--- src/rtl/gv_pkg.sv ---
// Shared game-view definitions: game modes, grid geometry and LFSR seed.
// The difficulty stage, note scroller and hit detector all use these.
package gv_pkg;

  typedef enum logic [2:0] {
    MODE_IDLE = 3'd0,
    MODE_PLAY = 3'd1,
    MODE_DIFF = 3'd3
  } mode_t;

  typedef enum logic {
    ST_HOLD = 1'b0,
    ST_RUN  = 1'b1
  } run_state_t;

  localparam int          SPEED_W   = 23;
  localparam int          LANES     = 4;
  localparam int          ROWS      = 8;
  localparam logic [15:0] LFSR_SEED = 16'hACE1;

endpackage

--- src/rtl/note_lfsr.sv ---
// 16-bit Fibonacci LFSR (taps 16,14,13,11) with a step enable and a synchronous reseed.
// Reseed has priority over stepping; a nonzero seed keeps the register away from zero.
module note_lfsr #(
  parameter logic [15:0] SEED = gv_pkg::LFSR_SEED
) (
  input  logic        clk,
  input  logic        rst,
  input  logic        adv_i,
  input  logic        reseed_i,
  output logic [15:0] lfsr_o
);

  logic [15:0] lfsr_q, lfsr_d;

  always_comb begin
    lfsr_d = lfsr_q;
    if (reseed_i) begin
      lfsr_d = SEED;
    end else if (adv_i) begin
      lfsr_d = {lfsr_q[14:0], lfsr_q[15] ^ lfsr_q[13] ^ lfsr_q[12] ^ lfsr_q[10]};
    end
  end

  always_ff @(posedge clk or posedge rst) begin
    if (rst) lfsr_q <= SEED;
    else     lfsr_q <= lfsr_d;
  end

  assign lfsr_o = lfsr_q;

endmodule

--- src/rtl/note_scroller.sv ---
// Scrolling note grid: prescales clk by diff_speed into a scroll tick and shifts a LANES x ROWS
// grid toward the hit zone on every tick, spawning new rows from an LFSR.
module note_scroller #(
  parameter int          SPEED_W = gv_pkg::SPEED_W,
  parameter int          LANES   = gv_pkg::LANES,
  parameter int          ROWS    = gv_pkg::ROWS,
  parameter logic [15:0] SEED    = gv_pkg::LFSR_SEED
) (
  input  logic                   clk,
  input  logic                   rst,
  input  logic [2:0]             mode,
  input  logic [SPEED_W-1:0]     diff_speed,
  output logic                   scroll_tick,
  output logic [LANES*ROWS-1:0]  grid,
  output logic [LANES-1:0]       hit_row,
  output logic [LANES-1:0]       dropped_row,
  output logic [7:0]             spawn_cnt,
  output gv_pkg::run_state_t     dbg_state,
  output logic [15:0]            dbg_lfsr
);

  gv_pkg::run_state_t state_q, state_d;

  logic [SPEED_W-1:0]    cnt_q, cnt_d, thr;
  logic [LANES*ROWS-1:0] grid_q, grid_d;
  logic [LANES-1:0]      dropped_q, dropped_d, new_row;
  logic [7:0]            spawn_q, spawn_d;
  logic                  tick_q, tick_d;
  logic                  play, enter, tick_now;
  logic [15:0]           lfsr;

  assign play = (mode == gv_pkg::MODE_PLAY);
  // Period is max(diff_speed,1); ">=" lets a lowered divisor fire on the next edge.
  assign thr  = (diff_speed == '0) ? '0 : diff_speed - SPEED_W'(1);

  // FSM: state register
  always_ff @(posedge clk or posedge rst) begin
    if (rst) state_q <= gv_pkg::ST_HOLD;
    else     state_q <= state_d;
  end

  // FSM: next state
  always_comb begin
    state_d = play ? gv_pkg::ST_RUN : gv_pkg::ST_HOLD;
  end

  // FSM: outputs. Leaving PLAY always wins over a pending tick.
  always_comb begin
    enter    = (state_q == gv_pkg::ST_HOLD) && play;
    tick_now = (state_q == gv_pkg::ST_RUN) && play && (cnt_q >= thr);
  end

  always_comb begin
    cnt_d     = '0;
    tick_d    = 1'b0;
    grid_d    = grid_q;
    dropped_d = dropped_q;
    spawn_d   = spawn_q;
    new_row   = (lfsr[7:6] != 2'b00) ? lfsr[LANES-1:0] : '0;
    if (enter) begin
      grid_d    = '0;
      dropped_d = '0;
      spawn_d   = '0;
    end else if (tick_now) begin
      tick_d    = 1'b1;
      grid_d    = {grid_q[LANES*(ROWS-1)-1:0], new_row};
      dropped_d = grid_q[LANES*ROWS-1 -: LANES];
      if ((new_row != '0) && (spawn_q != 8'hFF)) spawn_d = spawn_q + 8'd1;
    end else if ((state_q == gv_pkg::ST_RUN) && play) begin
      cnt_d = cnt_q + SPEED_W'(1);
    end
  end

  always_ff @(posedge clk or posedge rst) begin
    if (rst) begin
      cnt_q     <= '0;
      tick_q    <= 1'b0;
      grid_q    <= '0;
      dropped_q <= '0;
      spawn_q   <= '0;
    end else begin
      cnt_q     <= cnt_d;
      tick_q    <= tick_d;
      grid_q    <= grid_d;
      dropped_q <= dropped_d;
      spawn_q   <= spawn_d;
    end
  end

  note_lfsr #(.SEED(SEED)) u_lfsr (
    .clk      (clk),
    .rst      (rst),
    .adv_i    (tick_now),
    .reseed_i (enter),
    .lfsr_o   (lfsr)
  );

  assign scroll_tick = tick_q;
  assign grid        = grid_q;
  assign hit_row     = grid_q[LANES*ROWS-1 -: LANES];
  assign dropped_row = dropped_q;
  assign spawn_cnt   = spawn_q;
  assign dbg_state   = state_q;
  assign dbg_lfsr    = lfsr;

endmodule

--- config.mk ---
export PLATFORM = sky130hd
export DESIGN_NAME = note_scroller
export DESIGN_NICKNAME = d
export VERILOG_FILES = /design/src/rtl/gv_pkg.sv /design/src/rtl/note_lfsr.sv /design/src/rtl/note_scroller.sv
export SDC_FILE = /design/constraint.sdc
export NUM_CORES = 1
export LEC_CHECK = 0
export ABC_AREA = 1
export CAP_MARGIN = 15
export CORE_UTILIZATION = 50
export CTS_BUF_LIST = sky130_fd_sc_hd__clkbuf_4
export CTS_CLUSTER_SIZE = 28
export DETAILED_ROUTE_END_ITERATION = 12
export PLACE_DENSITY = 0.87
export SYNTH_ARGS = -nofsm -noshare
export SYNTH_HDL_FRONTEND = slang
export SYNTH_HIERARCHICAL = 1
export SYNTH_SLANG_ARGS = --single-unit
--- constraint.sdc ---
create_clock -name clk -period 2.3 [get_ports clk]
set_input_delay 0.46 -clock clk [delete_from_list [all_inputs] [get_ports clk]]
set_output_delay 0.46 -clock clk [all_outputs]
set_load 0.02 [all_outputs]
== Yosys cells after proc, flatten, opt, wreduce, memory -nomap -nowiden ==
Cells that the tools add are included.

* Flip-flop bits (word level): 85
* Output and inout port bits: 66

* Add/sub/neg operators: 3
* Order comparisons: 1
* Equal/unequal tests: 2
* Multiplexer cells: 17
* Bitwise operators: 4
* Reductions and logical operators: 10

{| class="wikitable"
|+ Operators with widths
! cell !! count
|-
| two-way mux 23 bit || 4
|-
| two-way mux 32 bit || 2
|-
| two-way mux 16 bit || 2
|-
| two-way mux 8 bit || 3
|-
| adder 23 x 1 -> 23 bit (second input constant) || 1
|-
| >= comparator 23 bit || 1
|-
| zero test 23 bit || 1
|-
| subtractor 23 x 1 -> 23 bit (second input constant) || 1
|-
| two-way mux 4 bit || 3
|-
| adder 8 x 1 -> 8 bit (second input constant) || 1
|-
| != test 8 bit (second input constant) || 1
|-
| nonzero test 2 bit || 3
|-
| logical AND 1 bit || 4
|-
| nonzero test 4 bit || 1
|-
| == test 3 x 1 -> 1 bit (second input constant) || 1
|-
| two-way mux 1 bit || 3
|-
| bitwise XOR 1 bit || 3
|-
| AND reduction 2 bit || 1
|-
| NOT 1 bit || 1
|}

== Logic depth before layout (Yosys ltp) ==
Gate-level depths: netlist (run 1).

* Depth in word-level cells: 7
* Depth in mapped cells: 26
* Gate-level depth less buffers: 25

== Modules after synthesis ==
The synthesis (run 1) kept the hierarchy.

{| class="wikitable"
|+ By module, submodules not included
! module !! times used !! cells an instance !! area an instance (um^2)
|-
| note_scroller || 1 || 590 || 4553.1
|-
| note_lfsr || 1 || 68 || 673.1
|}

== Worst setup path after synthesis (run 1) ==
Ideal clock, no wire load.

* Path type: input to register
* From: input port diff_speed[0]
* To: register u_lfsr.lfsr_q[12], in the netlist u_lfsr/lfsr_o[12]
* Data arrival time: 3.007 ns
* Data required time: 2.218 ns
* Path slack: -0.789 ns
* Cell stages on the path: 23
* Cells stage by stage: inv_1 > ha_1 > nand2_2 > nor2_4 > inv_2 > nor2_4 > nand3_4 > o21ai_0 > nand2_1 > ha_1 > nand2_1 > nor2_2 > nand3_2 > nor2_2 > nand2_2 > nand3_4 > nand2_8 > inv_8 > buf_8 > inv_2 > nor2_4 > inv_2 > o22ai_1

* Cells in the longest elaborated chain, start to end: 5

{| class="wikitable"
|+ RTL lines
! element !! line !! RTL
|-
| start, declared || note_scroller.sv:12 || <nowiki>input logic [SPEED_W-1:0] diff_speed,</nowiki>
|-
| subtractor 23 x 1 -> 23 bit or zero test 23 bit (tied branches) || note_scroller.sv:34 || <nowiki>assign thr = (diff_speed == '0) ? '0 : diff_speed - SPEED_W'(1);</nowiki>
|-
| two-way mux 23 bit * || note_scroller.sv:34 ||
|-
| >= comparator 23 bit * || note_scroller.sv:50 || <nowiki>tick_now = (state_q == gv_pkg::ST_RUN) && play && (cnt_q >= thr);</nowiki>
|-
| logical AND 1 bit * || note_scroller.sv:50 ||
|-
| named net tick_now || note_scroller.sv:29 || <nowiki>logic play, enter, tick_now;</nowiki>
|-
| nonzero test 2 bit (no source line) * || - ||
|-
| end signal, assigned || note_lfsr.sv:26 || <nowiki>else lfsr_q <= lfsr_d;</nowiki>
|-
| end, declared || note_lfsr.sv:13 || <nowiki>logic [15:0] lfsr_q, lfsr_d;</nowiki>
|}

Mark *: on every way through the listed nets, which the timed path passes. The rest lies on a longest branch.
A chain may end at the register's enable or synchronous reset.

== Worst setup path in the final report (run 1) ==
* From: input port diff_speed[9]
* To: register u_lfsr.lfsr_q[8], in the netlist u_lfsr/lfsr_o[8]

* Cells in the longest elaborated chain, start to end: 5

{| class="wikitable"
|+ RTL lines
! element !! line
|-
| subtractor 23 x 1 -> 23 bit or zero test 23 bit (tied branches) || note_scroller.sv:34
|-
| two-way mux 23 bit * || note_scroller.sv:34
|-
| >= comparator 23 bit * || note_scroller.sv:50
|-
| logical AND 1 bit * || note_scroller.sv:50
|-
| nonzero test 2 bit (no source line) * || -
|}

Mark *: on every way between the ends. The rest lies on a longest branch, timed or not.

==> impl_metrics.py, run 1 <==
metrics = {
    "power_and_ir_drop": {
        "ir_drop_v": 0.0004369,
        "powerDensity_nw_per_um2": 347.2,
        "power_w": 0.002634,
        "leakage_nw": 3.630,
    },
    "clocking": {
        "clockBufferDepth": 2,
        "clk_latency_ns": 0.45,
        "clkTransAtPathRegs_ns": 0.14,
        "htree_num_levels": 3,
        "cts_hold_buf": 0,
        "cts_buffers": 9,
        "cts_sinks": 85,
        "cts_tree": "done",
        "cts-root-buf": "clkbuf_4",
    },
    "cells_and_area": {
        "layout_commonest_cell": "nand2_1",
        "layout-drive-gt1-share_pct": 31.79,
        "n_fill_cell": 608,
        "nets": 892,
        "utilization_pct": 76.19,
        "final_area_um2": 7585,
        "area_delta_synth_final_pct": 45.13,
        "layout_common_cells": "145 x nand2_1, 77 x dfrtp_1, 72 x buf_4",
        "diodes": 0,
    },
    "timing": {
        "slew_violations": 0,
        "fmax_mhz": 366.3,
        "skew_ns": 0.02377,
        "layout_min_cycle_time_ns": 2.730,
        "tightest_slew_ns": 0.5814,
        "slew_headroom_pct": 61.20,
        "setup_slack_ns": -0.4298,
        "rsz0062_at_grt": "yes",
        "hold_violations": 0,
        "min_period_over_period_pct": 118.7,
        "finalSetupViolCount": 84,
    },
    "setup_path": {
        "endpoint_kind": "register",
        "crit_required_ns": 2.68,
        "worstSetupPathType": "primary input to register",
        "path_max_fanout": 7,
        "critPathLaunchType": "primary input",
        "crit_arrival_ns": 3.11,
    },
    "die": {
        "row_count": 36,
        "die_x_um": 104.2,
        "die-area_um2": 10860,
        "core_um2": 9955,
        "start_util_pct": 52.50,
        "ios": 94,
        "dieHeight_um": 104.2,
    },
    "detailed_routing": {
        "firstDrtPassIters": 5,
        "drtIter0Drc": 478,
        "wl_per_cell_um": 17.26,
        "vias": 5526,
        "via_per_inst": 5.662,
        "antenna_left": 0,
        "drc": 0,
        "wirelength_um": 16850,
    },
    "synthesis": {
        "syn_nets": 712,
        "synthCells": 658,
        "ys_warn_count": 6,
        "ys_ff_latch": 85,
        "syn_area_um2": 5226,
        "ys_types": 41,
        "yosysTopAreaCell": "dfrtp_1",
        "yosys.area.top_type_share_pct": 36.87,
        "synth_area_per_cell_um2": 7.943,
        "synth-seq-area-share_pct": 40.89,
        "synth_area_leaders": "dfrtp_1 37%, nand2_1 12%, nand3_1 6.4%",
    },
    "status": {
        "status": "complete, but fails checks",
        "failed_checks": "negative setup slack",
    },
    "global_route": {
        "grt_util_all_layers_pct": 29.39,
        "antenna_found_initial": 0,
        "grt_max_degree": 28,
        "grt-ovfl-total": 0,
        "grt_pass1_wl_um": 25650,
        "grt_pass1_vias": 5496,
    },
    "placed_design": {
        "hpwl_um": 10400,
        "gp_congestion": 0.8974,
        "place_area_um2": 6794,
        "io_buffer_count": 93,
    },
    "hold_path": {
        "min_path_type": "primary input to asynchronous set/reset pin",
    },
    "flow_run": {
        "drv_cap": 0,
    },
}
[critical path, stage by stage]
cell             delay, ns
clkdlybuf4s15_2       0.22
nor2_2                0.18
buf_4                 0.14
buf_4                 0.09
buf_4                 0.09
buf_4                 0.09
a21oi_1               0.05
nand3b_1              0.22
ha_4                  0.32
nand2_2               0.07
inv_1                 0.05
nand2_1               0.04
nand2_1               0.05
nand2_1               0.07
nand2_1               0.11
nand2_2               0.10
nand3_4               0.12
nand2_8               0.08
inv_8                 0.09
inv_4                 0.04
nor2_4                0.19
inv_4                 0.10
o22ai_1               0.13
[worst paths after layout]
path,to,depth (start not counted),slack (ns),start
max reg2reg,u_lfsr/lfsr_o[8],13,0.12,cnt_q[14]
min reg2reg,grid[18],2,0.53,grid[14]
max,u_lfsr/lfsr_o[8],23,-0.43,diff_speed[9]
min in group clk,grid[18],2,0.53,grid[14]
max in group asynchronous,grid[31],3,1.44,rst
min,scroll_tick,2,0.29,rst
[per-stage QoR]
| stage | hold WS (ns) | worst slack [ns] | setup TNS [ns] | std cells |
|---|---|---|---|---|
| CTS | 0.2853 | -0.3503 | -23.46 | 971 |
| global placement | 0.4876 | -1.187 | -93.02 | 933 |
| floorplan | 0.3680 | -0.7116 | -34.34 | 658 |
| finish | 0.2947 | -0.4298 | -29.83 | 976 |
| global route | 0.3202 | -0.6606 | -46.35 | 976 |
| detailed placement | 0.4960 | -1.362 | -103.88 | 933 |
[state kept, by name, indices dropped and copies added (netlist names)]
register       cells
u_lfsr/lfsr_o     16
dropped_row        4
scroll_tick        1
spawn_cnt          8
grid              32
dbg_state          1
cnt_q             23
[power by group]
group          switching (W)  internal (W)
sequential        0.00000992       0.00150
clock               0.000505      0.000250
combinational       0.000198      0.000169
total               0.000713       0.00192
[synth_stat cells, drive strengths merged]
library cell    n
a21o            5
a21oi          19
a22oi           7
buf            16
clkinv          1
dfrtp          77
dfstp           8
ha             26
inv            73
nand2         173
nand3          74
nand3b          4
nand4           8
nor2           85
nor3           18
nor3b           7
nor4            1
o21ai          24
o22ai           7
or2             5
xnor2           6
xor2           14
[timing repair]
action,in CTS,in global routing
gates cloned,3,3
pin swaps,59,13
setup buffers,19,2
endpoints found under the setup margin,84,84
resized for setup,142,38
[layer usage]
| metal | wire length [µm] | vias to the layer above | part of all wire (%) | GRT usage, % |
|---|---|---|---|---|
| li1 | - | 2514 | - | - |
| met1 | 6417 | 2623 | 38 | 34.76 |
| met3 | 1136 | 92 | 6.7 | 5.514 |
| met4 | 716 | 0 | 4.2 | 13.06 |
| met2 | 8580 | 297 | 51 | 51.81 |
| met5 | 0 | - | 0 | 0 |
[kinds of logic after synthesis]
logic type / synth area share, %
XOR/XNOR: 3.352
AND/OR/NAND/NOR: 34.93
buffers and inverters: 7.924
adder cells (fa/ha/maj): 6.225
flip-flops: 40.89
AO/OA/AOI/OAI: 6.679
[area by class of cell]
class                           count  area [µm²]  area share, %
Multi-Input combinational cell    484        3137          41.36
Inverter                           74       302.8          3.992
Clock inverter                      4       17.52         0.2309
Tap cell                          133       166.4          2.194
Sequential cell                    85        2137          28.18
Timing Repair Buffer              184        1734          22.86
Clock buffer                       12       90.09          1.188
No activity file was read; power rests on OpenSTA's default activity.
==> inputs of run 2 (changes only) <==
Settings changed: CORE_UTILIZATION 50 to 53.
Clock period 2.3 ns to 3.2 ns, I/O delays scaled along.
==> run 2 against run 1 <==
- the flow now finishes without violations
- register-to-register slack gained 0.80 ns
- sequential share of layout area grew 1.8 points
- global-route usage is 1.7 points higher
- clock power is 29% lower
- worst setup slack improved by 0.49 ns
- clock skew shrank 0.012 ns
- via count decreased by 3.5%
- first-iteration DRC count fell by 14%
- flip-flop and latch count stayed put
- design area fell by 6.1%
- critical endpoint is now u_lfsr/lfsr_o[12]
- largest power group unchanged
==> impl_metrics.py, run 2 (synthesis results as in run 1) <==
metrics = {
    "status": {
        "status": "finished, final reports clean",
    },
    "die": {
        "dieHeight_um": 101.3,
        "ios": 94,
        "row_count": 35,
        "start_util_pct": 55.51,
        "die_x_um": 101.3,
        "core_um2": 9415,
        "die-area_um2": 10260,
    },
    "timing": {
        "fmax_mhz": 318.2,
        "layout_min_cycle_time_ns": 3.142,
        "tightest_slew_ns": 0.7094,
        "skew_ns": 0.01201,
        "min_period_over_period_pct": 98.20,
        "finalSetupViolCount": 0,
        "slew_headroom_pct": 52.64,
        "hold_violations": 0,
        "slew_violations": 0,
    },
    "hold_path": {
        "min-delay-start": "cnt_q[0]",
        "min_path_type": "register to register",
        "min_path_cells": 1,
        "whs_endpoint": "cnt_q[0]",
    },
    "setup_path": {
        "reg2reg_to": "u_lfsr/lfsr_o[12]",
        "ff2ff_path_depth": 13,
        "crit_arrival_ns": 3.50,
        "worstSetupPathType": "primary input to register",
        "critPathLaunchType": "primary input",
        "path_max_fanout": 7,
        "endpoint_kind": "register",
        "r2r_start": "cnt_q[14]",
        "rrSetupSlack_ns": 0.92,
        "crit_start": "diff_speed[20]",
        "crit_required_ns": 3.55,
    },
    "clocking": {
        "clk_latency_ns": 0.43,
        "clockBufferDepth": 2,
        "cts_buffers": 9,
        "cts_sinks": 85,
        "clkTransAtPathRegs_ns": 0.13,
        "cts_hold_buf": 0,
        "cts-root-buf": "clkbuf_4",
        "cts_tree": "done",
        "htree_num_levels": 3,
    },
    "detailed_routing": {
        "firstDrtPassIters": 5,
        "wirelength_um": 15730,
        "wl_per_cell_um": 16.43,
        "vias": 5331,
        "drtIter0Drc": 412,
        "antenna_left": 0,
        "via_per_inst": 5.571,
        "drc": 0,
    },
    "power_and_ir_drop": {
        "ir_drop_v": 0.0002881,
        "powerDensity_nw_per_um2": 261.2,
        "leakage_nw": 3.556,
        "power_w": 0.001861,
    },
    "global_route": {
        "grt_pass1_wl_um": 24840,
        "grt_pass1_vias": 5336,
        "grt_max_degree": 34,
        "antenna_found_initial": 0,
        "grt-ovfl-total": 0,
        "grt_util_all_layers_pct": 31.08,
    },
    "cells_and_area": {
        "n_fill_cell": 625,
        "layout-drive-gt1-share_pct": 23.55,
        "largest_reg_flops": 32,
        "final_area_um2": 7126,
        "layout_common_cells": "161 x nand2_1, 77 x dfrtp_1, 73 x clkdlybuf4s50_1",
        "area_delta_synth_final_pct": 36.34,
        "diodes": 0,
        "layout_commonest_cell": "nand2_1",
        "nets": 877,
    },
    "placed_design": {
        "io_buffer_count": 93,
        "place_area_um2": 6731,
        "hpwl_um": 10740,
        "gp_congestion": 0.9086,
    },
    "flow_run": {
        "drv_cap": 0,
    },
}
## run 2: what timing repair did
| action | 4_1_cts | 5_1_grt |
|---|---|---|
| pin swaps | 25 | 26 |
| buffers inserted | 5 | 6 |
| cloned | 0 | 0 |
| endpoints found under the setup margin | 73 | 83 |
| resized for setup | 28 | 63 |
## run 2: per-stage QoR
step                      TNS [ns]  hold slack, ns  setup slack [ns]  utilization (%)  std cells
final                            0          0.5210           0.05756            75.68        957
after global routing       -0.1587          0.5557          -0.03931            75.68        957
after CTS                        0          0.5203           0.02903            73.66        951
after detailed placement    -43.98          0.4905           -0.6777            71.50        930
after global placement      -34.16          0.4846           -0.4896            71.50        930
after floorplan                  0          0.4497          0.004811                -        658
## run 2: how the worst max path moves through the flow
stage | to | slack (ns) | depth (start not counted)
finish | u_lfsr/lfsr_o[12] | 0.06 | 20
global route | u_lfsr/lfsr_o[12] | -0.04 | 20
CTS | u_lfsr/lfsr_o[12] | 0.03 | 21
detailed placement | u_lfsr/lfsr_o[8] | -0.68 | 24
global placement | u_lfsr/lfsr_o[1] | -0.49 | 23
floorplan | u_lfsr/lfsr_o[12] | 0.005 | 23
## run 2: routing by layer
metal	share of wire [%]	up-vias	GRT usage (%)
met1	39	2527	36.55
met4	3.8	0	13.27
met3	7.5	59	6.970
met5	0	-	0
li1	-	2462	-
met2	50	283	54.68
## run 2: cell type report
type	count	area, µm²	share of cell area (%)
Clock inverter	5	27.53	0.3863
Clock buffer	11	82.58	1.159
Tap cell	129	161.4	2.265
Inverter	74	300.3	4.214
Sequential cell	85	2137	29.99
Timing Repair Buffer	170	1535	21.55
Multi-Input combinational cell	483	2882	40.44
## run 2: power breakdown
part / internal [W] / leakage, nW / switching [W]
registers: 0.00108 / 1.16 / 0.00000672
clock network: 0.000171 / 0.0579 / 0.000365
logic: 0.000107 / 2.34 / 0.000132
## run 2: worst max-delay path, stage by stage
cell and delay, ns:
clkdlybuf4s50_1 0.49, inv_1 0.06, nand4_1 0.12, buf_4 0.15, nor3_4 0.06, buf_6 0.12, or2_1 0.20, ha_1 0.29
nand2_1 0.07, nor2_2 0.17, nand3_2 0.11, nor2_4 0.14, nor2_4 0.05, nand3_4 0.09, nand2_8 0.08, inv_8 0.08
inv_4 0.04, nor2_4 0.23, clkinv_4 0.15, o22ai_4 0.14
==> inputs of run 3 (changes only) <==
Settings changed: CTS_CLUSTER_SIZE 28 to 10, TNS_END_PERCENT set to 5.
==> results of run 3 <==
The final DEF is identical to that of run 2; final timing and power are the same.
